[src/rtl/snitch_icache_refill_handler.sv]
// L1 instruction cache refill handler: forwards hits, tracks and coalesces
// misses in a small pending table, and writes refilled lines back to the RAMs.
module snitch_icache_refill_handler #(
    parameter int unsigned FETCH_AW    = 32,
    parameter int unsigned LINE_WIDTH  = 128,
    parameter int unsigned LINE_ALIGN  = 4,
    parameter int unsigned COUNT_ALIGN = 5,
    parameter int unsigned WAY_COUNT   = 2,
    parameter int unsigned ID_WIDTH    = 4,
    parameter int unsigned PENDING     = 2,
    localparam int unsigned SET_ALIGN  = (WAY_COUNT > 2) ? $clog2(WAY_COUNT) : 1,
    localparam int unsigned PID_W      = (PENDING > 2) ? $clog2(PENDING) : 1,
    localparam int unsigned TAG_WIDTH  = FETCH_AW - LINE_ALIGN - COUNT_ALIGN
) (
    input  logic                   clk_i,
    input  logic                   rst_ni,
    input  logic [FETCH_AW-1:0]    in_addr_i,
    input  logic [ID_WIDTH-1:0]    in_id_i,
    input  logic                   in_hit_i,
    input  logic [LINE_WIDTH-1:0]  in_data_i,
    input  logic                   in_error_i,
    input  logic                   in_valid_i,
    output logic                   in_ready_o,
    output logic [LINE_WIDTH-1:0]  rsp_data_o,
    output logic                   rsp_error_o,
    output logic [ID_WIDTH-1:0]    rsp_id_o,
    output logic                   rsp_valid_o,
    input  logic                   rsp_ready_i,
    output logic [FETCH_AW-1:0]    refill_addr_o,
    output logic [PID_W-1:0]       refill_pid_o,
    output logic                   refill_valid_o,
    input  logic                   refill_ready_i,
    input  logic [LINE_WIDTH-1:0]  refill_data_i,
    input  logic                   refill_error_i,
    input  logic [PID_W-1:0]       refill_pid_i,
    input  logic                   refill_rvalid_i,
    output logic                   refill_rready_o,
    output logic [COUNT_ALIGN-1:0] write_addr_o,
    output logic [SET_ALIGN-1:0]   write_set_o,
    output logic [TAG_WIDTH-1:0]   write_tag_o,
    output logic [LINE_WIDTH-1:0]  write_data_o,
    output logic                   write_error_o,
    output logic                   write_valid_o,
    input  logic                   write_ready_i
);

    localparam int unsigned LAW = FETCH_AW - LINE_ALIGN;

    logic [PENDING-1:0]               pend_valid_q;
    logic [PENDING-1:0][LAW-1:0]      pend_addr_q;
    logic [PENDING-1:0][ID_WIDTH-1:0] pend_id_q;

    logic             refill_valid_q;
    logic [LAW-1:0]   refill_addr_q;
    logic [PID_W-1:0] refill_pid_q;
    logic [SET_ALIGN-1:0] victim_q;

    logic [LAW-1:0]   in_line;
    logic [LAW-1:0]   rsp_line;
    logic             match;
    logic             has_free;
    logic             can_alloc;
    logic [PID_W-1:0] match_idx;
    logic [PID_W-1:0] free_idx;
    logic             refill_fire;
    logic             miss_fire;
    logic             unused_addr;

    assign in_line     = in_addr_i[FETCH_AW-1:LINE_ALIGN];
    assign unused_addr = ^in_addr_i[LINE_ALIGN-1:0];

    always_comb begin
        match     = 1'b0;
        match_idx = '0;
        has_free  = 1'b0;
        free_idx  = '0;
        for (int i = 0; i < PENDING; i++) begin
            if (pend_valid_q[i] && pend_addr_q[i] == in_line) begin
                match     = 1'b1;
                match_idx = PID_W'(i);
            end
        end
        // Descending scan so the lowest free index wins.
        for (int i = PENDING - 1; i >= 0; i--) begin
            if (!pend_valid_q[i]) begin
                has_free = 1'b1;
                free_idx = PID_W'(i);
            end
        end
    end

    assign can_alloc = has_free & ~refill_valid_q;
    assign rsp_line  = pend_addr_q[refill_pid_i];

    always_comb begin
        rsp_valid_o     = 1'b0;
        rsp_id_o        = in_id_i;
        rsp_data_o      = in_data_i;
        rsp_error_o     = in_error_i;
        write_valid_o   = 1'b0;
        in_ready_o      = 1'b0;
        refill_rready_o = rsp_ready_i & write_ready_i;
        if (refill_rvalid_i) begin
            rsp_valid_o   = 1'b1;
            write_valid_o = 1'b1;
            rsp_id_o      = pend_id_q[refill_pid_i];
            rsp_data_o    = refill_data_i;
            rsp_error_o   = refill_error_i;
        end else if (in_hit_i) begin
            rsp_valid_o = in_valid_i;
            in_ready_o  = rsp_ready_i;
        end else begin
            in_ready_o = match | can_alloc;
        end
    end

    assign write_data_o  = refill_data_i;
    assign write_error_o = refill_error_i;
    assign write_addr_o  = rsp_line[COUNT_ALIGN-1:0];
    assign write_tag_o   = rsp_line[LAW-1:COUNT_ALIGN];
    assign write_set_o   = victim_q;

    assign refill_valid_o = refill_valid_q;
    assign refill_addr_o  = {refill_addr_q, {LINE_ALIGN{1'b0}}};
    assign refill_pid_o   = refill_pid_q;

    assign refill_fire = refill_rvalid_i & refill_rready_o;
    assign miss_fire   = in_valid_i & in_ready_o & ~in_hit_i;

    always_ff @(posedge clk_i or negedge rst_ni) begin
        if (!rst_ni) begin
            pend_valid_q   <= '0;
            pend_addr_q    <= '0;
            pend_id_q      <= '0;
            refill_valid_q <= 1'b0;
            refill_addr_q  <= '0;
            refill_pid_q   <= '0;
            victim_q       <= '0;
        end else begin
            if (refill_fire) begin
                pend_valid_q[refill_pid_i] <= 1'b0;
                if (victim_q == SET_ALIGN'(WAY_COUNT - 1)) begin
                    victim_q <= '0;
                end else begin
                    victim_q <= victim_q + 1'b1;
                end
            end
            if (refill_valid_q && refill_ready_i) begin
                refill_valid_q <= 1'b0;
            end
            // Misses never fire alongside a refill response.
            if (miss_fire) begin
                if (match) begin
                    pend_id_q[match_idx] <= pend_id_q[match_idx] | in_id_i;
                end else begin
                    pend_valid_q[free_idx] <= 1'b1;
                    pend_addr_q[free_idx]  <= in_line;
                    pend_id_q[free_idx]    <= in_id_i;
                    refill_valid_q         <= 1'b1;
                    refill_addr_q          <= in_line;
                    refill_pid_q           <= free_idx;
                end
            end
        end
    end

    assert property (@(posedge clk_i) disable iff (!rst_ni)
        refill_rvalid_i |-> pend_valid_q[refill_pid_i]);

endmodule

[config.mk]
export PLATFORM = sky130hd
export DESIGN_NAME = snitch_icache_refill_handler
export DESIGN_NICKNAME = d
export VERILOG_FILES = /design/src/rtl/snitch_icache_refill_handler.sv
export SDC_FILE = /design/constraint.sdc
export NUM_CORES = 1
export LEC_CHECK = 0
export ABC_CLOCK_PERIOD_IN_PS = 5730
export CORE_AREA = 2 2 244 246
export CTS_CLUSTER_SIZE = 10
export DETAILED_ROUTE_END_ITERATION = 16
export DIE_AREA = 0 0 246 248
export PLACE_DENSITY = 0.44
export SETUP_SLACK_MARGIN = 0.15
export SYNTH_ARGS = -nofsm -noshare
export SYNTH_HDL_FRONTEND = slang
export SYNTH_SLANG_ARGS = --single-unit
[constraint.sdc]
create_clock -name clk_i -period 5.73 [get_ports clk_i]
set_input_delay 1.146 -clock clk_i [delete_from_list [all_inputs] [get_ports clk_i]]
set_output_delay 1.146 -clock clk_i [all_outputs]
set_load 0.01 [all_outputs]
# Word-level counts from Yosys, hierarchy flattened
# Index checks and enable logic that the tools add are counted.
[totals]
register_bits = 97
inputBits = 303
output_inout_bits = 329
[classes]
add_sub_neg = 1
magnitude_cmp = 6
eq_ne = 2
n_mux = 41
n_bitwise = 13
n_reduce_logical = 7
[ops]
columns = ["op", "count"]
rows = [
  ["$mux W128", 1],
  ["$mux W28", 3],
  ["$bwmux W56", 1],
  ["$eq A28 B28 Y1", 2],
  ["$demux W28 S1", 1],
  ["$mux W4", 7],
  ["$mux W1", 18],
  ["$bwmux W8", 2],
  ["$demux W4 S1", 2],
  ["$mux W8", 1],
  ["$logic_and A1 B1 Y1", 6],
  ["$lt A1 B2 Y1 const B", 3],
  ["$mux W2", 3],
  ["$and A1 B1 Y1", 5],
  ["$or A4 B4 Y4", 1],
  ["$ge A1 B1 Y1 const B", 3],
  ["$not A1 Y1", 3],
  ["$and A2 B2 Y2", 1],
  ["$demux W1 S1", 2],
  ["$not A2 Y2", 1],
  ["$or A2 B2 Y2", 1],
  ["$reduce_and A2 Y1", 1],
  ["$add A1 B1 Y1 const B", 1],
  ["$or A1 B1 Y1", 1],
]

# Depth between registers and ports, before layout
[depth]
ltp_word = 10
mapped_depth = 8
ltp_nobuf = 6

# Worst setup path after synthesis
# No wires, ideal clock.
[synth_path]
kind = "input -> output"
startpoint = "input in_addr_i[6]"
endpoint = "output in_ready_o"
arrival_time_ps = 2873
path_slack_ps = 1711
stages = 7
path_cell_list = "xor2_1 -> nor4_1 -> nand3_1 -> or4_4 -> buf_6 -> a21boi_0 -> a221oi_1"
[synth_between]
elab_chain_len = 7
elab_cells_between_ends = 9
cone_classes = "eq/ne (2); mux (4); bitwise (1); reduce/logical (2)"
[synth_lines]
columns = ["element", "line_no", "source"]
rows = [
  ["from (decl)", "17", "input logic [FETCH_AW-1:0] in_addr_i,"],
  ["$eq A28 B28 Y1", "78", "if (pend_valid_q[i] && pend_addr_q[i] == in_line) begin"],
  ["$logic_and A1 B1 Y1", "78", ""],
  ["$mux W1", "78", ""],
  ["$mux W1 (*)", "78", ""],
  ["$or A1 B1 Y1 (*)", "113", "in_ready_o = match | can_alloc;"],
  ["$mux W1 (*)", "109", "end else if (in_hit_i) begin"],
  ["$mux W1 (*)", "103", "if (refill_rvalid_i) begin"],
  ["to (decl)", "23", "output logic in_ready_o,"],
]
# Every way passes the cells marked *; elsewhere a longest branch is shown, timed or not.

# Worst setup path in the final report
[layout_path]
startpoint = "input in_addr_i[14]"
endpoint = "output in_ready_o"
# The elaborated chain is that of the path after synthesis.

==> results.md <==
- Outcome: finished clean
- Count of final setup violators: 0
- WS Path Type: input port to output pin
- Post-CTS Setup Inserts: 0
- Cell row count: 89
- Post-Synth Adder-Cell Area: 0%
- Sequential area share after synthesis: 32.8%
- EDFF count, synth: 0
- Post-Syn Area: between 0.007 and 0.008 sq mm
- Post-synthesis mux area share: approximately two fifths
- Synth Area in XOR/XNOR: under 10%
- Die outline width: between 200 and 250 microns
- CP startpoint kind: input port
- Main synth FF type: dfrtp_1
- RePlAce Congestion: about 0.84
- Vias: slightly below 7,000
- RSZ-0062 raised after global routing: no
- GR Overflow Total: 0
- CP Max Fanout: 2
- Compound-cell area share of the yosys netlist: under 10%
- Largest net degree at the start of global routing: 103
- Clock root cell: clkbuf_16
- CP Buf/Inv Count: 4
- Synth async-reset ratio: 100%
- Initial DRC Count: 290
- Leak pwr: 0.00529 uW
- Simple-gate share of the synthesized area: between 3 and 4%
- IO Count: around 630
- Skew final: 0.0126 ns
- Antenna Nets Post-Route: 0
- Max incr delay on CP: about 0.57 ns
- Synthesis-to-layout area growth: 87.4%
- Pre-antenna DRT Iters: 4
- Vias per inst: 3.58
- Delay-heaviest family, CP: buffers and inverters
- Power Density: 272 mW/mm^2
- Fmax achieved: ~0.19 GHz
- Fin Setup TNS: 0 ns
- Clock transition at the registers of the reported paths: roughly 0.060 ns
- Max-cap viol count: 0
- Tmin final: roughly 5.3 ns
- Worst-Skew Late Latency: 0.36 ns
- Clock Tree Buf Depth: 2
- Synthesized instance count: about 640
- Port bufs: between 600 and 700
- Final instance area: 0.0139 sq mm
- Number of global-route vias before repair: between 7,000 and 8,000
- Detailed Place HPWL: 49.1 mm
- Starting Density: 12.7%
- Crit path setup slack, layout: about 0.4 ns
- CTS resizes: 0
- Pre-CTS WS: approximately 0.35 ns
- Mean Syn Cell Area: roughly 12 sq um
- Slew margin rel.: between 20% and 30%
- DP Area: approximately 0.014 sq mm
- Worst hold path type: register to register
- # hold bufs at CTS: 0
- H-tree depth: 3
- Chip height: around 250 microns
- Crit-path slowest cell: clkdlybuf4s50_1
- Core area: roughly 0.06 sq mm
- Fin. Hold Viols: 0
- DRC viols: 0
- Worst-margin pin slew: between 1 and 1.5 ns
- First-pass GRT wire length: 69.5 mm
- Slew Viols, Final: 0
- Synthesis Warnings: 0
- Wirelength per Cell: 28.7 microns
- CP cell instances: clkdlybuf4s50_1, xor2_1, nor4_1, buf_4, nand4_1, or4_4, a21boi_0, a221oi_1, buf_4, clkdlybuf4s50_1
- Combinational family with the most area after synthesis: multiplexers
- Share of cells above drive strength 1: roughly 22%
- Crit path DAT: about 4.2 ns
- Initial antenna violation count: 45
- Die ar.: just over 0.06 sq mm
- Clock sink count: between 90 and 100
- Detailed Route WL: 55.2 mm
- Max rail drop VDD: approximately 0.15 mV
- Crit. End Element: output pin
- CTS tree: yes
- Global Route Usage Sum: between 10% and 20%
- Register bit total from synthesis: 97
- Layout Nets: 1,432
- Worst path required time: between 4 and 5 ns
- Cts bufs inserted: 9
- Period utilisation layout: between 90 and 100%
- Yosys cell types: 36
-- registers in the layout, indices dropped and copies added (netlist names) --
register	flops
write_set_o	1
refill_valid_o	1
refill_pid_o	1
refill_addr_q	28
pend_addr_q	56
pend_id_q	8
pend_valid_q	2
-- cell usage in the layout, fill, tap and decap left out, types with 4 or more instances in the layout --
master and count:
a22o_1 5, mux2_4 20, buf_4 20, conb_1 4, diode_2 16, nor2_1 6, clkbuf_16 9, xor2_1 19
mux2_1 37, inv_1 8, xnor2_1 38, mux2_2 184, nor4_1 6, clkdlybuf4s50_1 620, dfrtp_1 97, a21oi_1 6
a31oi_1 4, nand2_1 5, mux2i_1 4, o22a_1 4, nand4_1 9
-- report_power, final --
group	switching [uW]	internal [uW]
sequential	228	972
clock	282	306
combinational	813	1170
total	1320	2450
-- cell usage after synthesis (all sizes together) (3+ instances only) --
master  number  share of area [%]
inv          8               0.41
o22a         4               0.47
mux2i        4               0.54
nor4         6               0.51
a22o         5               0.59
nand2        6               0.41
nor2         6               0.30
o21ai        3               0.20
xor2        19                2.2
nand4        9               0.76
buf        146                 15
mux2       241                 38
xnor2       38                4.5
nand3        3               0.20
clkbuf      18               0.91
a31oi        4               0.34
dfrtp       97                 33
a21oi        6               0.41
-- kinds of logic after synthesis --
family | Yosys count
buffers and inverters | 172
muxes | 245
and+or+nand+nor | 38
DFF | 97
other | 1
xor gates and xnor gates | 57
AOI/OAI and AO/OA | 27
-- layer usage --
layer | track usage (%) | up-vias | share of wire, %
met3 | 8.22 | 80 | 12
li1 | - | 3098 | -
met2 | 27.2 | 336 | 46
met5 | 0 | - | 0.50
met1 | 20.9 | 3319 | 39
met4 | 4.55 | 42 | 2.6
-- worst register-to-register path, delay by kind of cell (launching register included) --
family,cells,cell delay [ns]
compound gates,1,0.40
xor+xnor,1,0.31
buf+inv,1,0.43
flops,1,0.40
mux,1,0.44
simple gates,3,0.90
-- path summary, 6_finish.rpt --
check | start | cells past startpoint | to | slack, ns
setup reg to reg | pend_addr_q[37] | 7 | pend_addr_q[24] | 2.72
hold / removal | write_set_o | 1 | write_set_o | 0.48
hold reg to reg | write_set_o | 1 | write_set_o | 0.48
setup / recovery | in_addr_i[14] | 10 | in_ready_o | 0.40
min in group asynchronous | rst_ni | 1 | refill_addr_q[27] | 0.86
max in group asynchronous | rst_ni | 2 | pend_addr_q[37] | 3.75
-- final cells by class --
type / count / area (sq um)
multi-input cells: 371 / 3760
flip-flops and latches: 97 / 2430
inverters: 8 / 30.0
repair buffers: 642 / 6370
clock buffers: 11 / 243
fillers: 6279 / 44600
diodes: 16 / 40.0
well taps: 773 / 967
clock inverters: 4 / 28.8
-- per-stage QoR --
stage	instances	utilization [%]	hold WS [ns]	total power, uW
2_1_floorplan	640	-	0.473	2090
3_3_place_gp	1891	23.2	0.461	3220
3_5_place_dp	1891	23.2	0.479	3230
4_1_cts	1906	23.7	0.489	3840
5_1_grt	1906	23.7	0.522	4000
6_report	1922	23.7	0.481	3770
(Power assumes the default switching activity.)
==> variant (same flow settings) <==
`LINE_ALIGN`: 4 -> 6.
--- a/src/rtl/snitch_icache_refill_handler.sv
+++ b/src/rtl/snitch_icache_refill_handler.sv
@@ -3,7 +3,7 @@
 module snitch_icache_refill_handler #(
     parameter int unsigned FETCH_AW    = 32,
     parameter int unsigned LINE_WIDTH  = 128,
-    parameter int unsigned LINE_ALIGN  = 4,
+    parameter int unsigned LINE_ALIGN  = 6,
     parameter int unsigned COUNT_ALIGN = 5,
     parameter int unsigned WAY_COUNT   = 2,
     parameter int unsigned ID_WIDTH    = 4,
Ports: changed (resized write_tag_o); port bits go from 632 to 630. No check against the original RTL was run, so the function may have changed too.
==> variant against the original RTL <==
Power shrank 3.8%; die area unchanged; design area shrank 2.1%; wire length down 27%; sequential cell count is 6 lower; combinational power fell by 3%; sequential share of layout area is 0.73 points lower; critical path depth is 2 lower; hold slack improved by 12 ps; synthesized area down 2.1%; non-clock buffer count down 15; setup slack lost 24 ps.
==> variant: results (changes against the original RTL) <==
[status]
outcome=finished, final reports clean  ; unchanged

[cts]
clockBufferDepth=2  ; unchanged
cts_setup_buffers=0  ; unchanged
cts.htree.levels=3  ; unchanged
cts_resized=0  ; unchanged
clkTransAtPathRegs_ps=60  ; about the same
cts_root_buf=clkbuf_16  ; unchanged
insertion_delay_ps=360  ; about the same
cts_buffers=9  ; unchanged

[synthesis]
ys_seq_area_frac=0.314  ; was 0.328
yosysUniqueCellTypes=37  ; was 36
ys.flop_type=dfrtp_1  ; unchanged
ys_top_cells_by_area=dfrtp_1 (31%), mux2_2 (30%), buf_4 (14%), mux2_4 (7.7%), xnor2_1 (5.1%)  ; was dfrtp_1 (33%), mux2_2 (28%), buf_4 (14%), mux2_1 (5.6%), xnor2_1 (4.5%)
yosysWarnings=0  ; unchanged
netlist_top_cells_count=mux2_2 (194), buf_4 (136), dfrtp_1 (91)  ; was mux2_2 (184), buf_4 (135), dfrtp_1 (97)
ys_async_sr_fraction=1.00  ; unchanged

[cells_and_area]
fill_cells=6324  ; was 6279
nets=1413  ; was 1432
reg_top3=pend_addr_q: 52 flops, refill_addr_q: 26 flops, pend_id_q: 8 flops  ; was pend_addr_q: 56 flops, refill_addr_q: 28 flops, pend_id_q: 8 flops
drive_gt1_frac=0.235  ; was 0.215

[critical_path]
arrival_ps=4210  ; was 4190 ps
regToRegSetupSlack_ps=2600  ; was 2720 ps
worstPathMaxFanout=5  ; was 2

[global_route]
grt_max_degree=88  ; was 103
antenna_found_initial=5  ; was 45
grt_usage=0.123  ; was 0.172
grt_pass1_wl_um=52500  ; was 69500 µm
grt_pass1_vias=6916  ; was 7193

[placement]
hpwl_um=34500  ; was 49100 µm
gp_congestion=0.776  ; was 0.838
port_buffers=617  ; was 623

[drt]
num_vias=6579  ; was 6875
wire_per_inst_um=21.5  ; was 28.7 µm
detail_route.first_pass.iterations=4  ; unchanged
dr.first_iter.drc_count=164  ; was 290

[power]
vdd_drop_max_mv=0.190  ; was 0.148 mV
power.leakage_nw=5.17  ; was 5.29 nW

[sta]
finalClockSkew_ps=9.31  ; was 12.6 ps
relSlewSlack=0.329  ; was 0.300

[min_path]
hold_path_class=reg -> reg  ; unchanged

[variant: cell count changes after synthesis, moves of 6 or more]
cell     unedited run  this run
mux2_1             37         2
mux2_4             20        37
mux2_2            184       194
nor2_1              6        15
xor2_1             19        11
dfrtp_1            97        91
[variant: worst max-delay path, stage by stage]
cell and delay, ps:
clkdlybuf4s50_1 510, xnor2_1 300, nand4_1 220, or4_1 650, or2_1 280, a311oi_1 380
buf_4 190, clkdlybuf4s50_1 520
[variant: layout make-up]
| cell class | instances | area, µm² | area share |
|---|---|---|---|
| clock inverter | 3 | 15.0 | 0.00111 |
| antenna | 1 | 2.50 | 0.000184 |
| sequential | 91 | 2280 | 0.168 |
| timing repair buffer | 627 | 6260 | 0.461 |
| multi-input combinational | 377 | 3790 | 0.279 |
| tap | 773 | 967 | 0.0712 |
| inverter | 4 | 15.0 | 0.00111 |
| clock buffer | 11 | 253 | 0.0186 |
[variant: metal layers]
metal / wire [µm] / part of all wire / global-route usage
met4: 300 / 0.0074 / 0.0175
met5: 0 / 0 / 0
met2: 18300 / 0.45 / 0.188
met1: 17200 / 0.42 / 0.155
met3: 4730 / 0.12 / 0.0649
[variant: power breakdown]
group	switching, W	internal (W)	total, W
registers	0.000228	0.000902	0.00113
clock network	0.000263	0.000311	0.000574
logic	0.000743	0.00118	0.00192
total	0.00123	0.00239	0.00362
[variant: path summary, 6_finish.rpt]
kind,cells after the start,from,endpoint
setup / recovery,8,in_addr_i[14],in_ready_o
hold reg to reg,1,write_set_o$_DFFE_PN0P_,write_set_o$_DFFE_PN0P_
min in group asynchronous,1,rst_ni,refill_addr_q[6]$_DFFE_PN0P_
max in group asynchronous,2,rst_ni,refill_addr_q[17]$_DFFE_PN0P_
hold / removal,1,write_set_o$_DFFE_PN0P_,write_set_o$_DFFE_PN0P_
setup reg to reg,7,pend_addr_q[22]$_DFFE_PN0P_,pend_addr_q[20]$_DFFE_PN0P_
[variant: kinds of logic (layout without fill, tap and decap cells)]
group	Yosys count	count (layout)	synth area share
mux	237	237	0.386
buf+inv	168	645	0.166
flops	91	91	0.314
xor+xnor	53	53	0.0640
simple gates	50	50	0.0392
compound gates	31	31	0.0300
other cells	1	7	0.000517
[variant: through the flow]
step	hold slack, ps	power [W]	setup slack [ps]	instance area (µm²)	std cells
floorplan	482	0.00204	1860	7270	636
global placement	469	0.00307	378	13300	1872
detailed placement	472	0.00308	328	13300	1872
CTS	496	0.00369	328	13600	1886
global route	524	0.00385	238	13600	1886
finish	493	0.00362	373	13600	1887
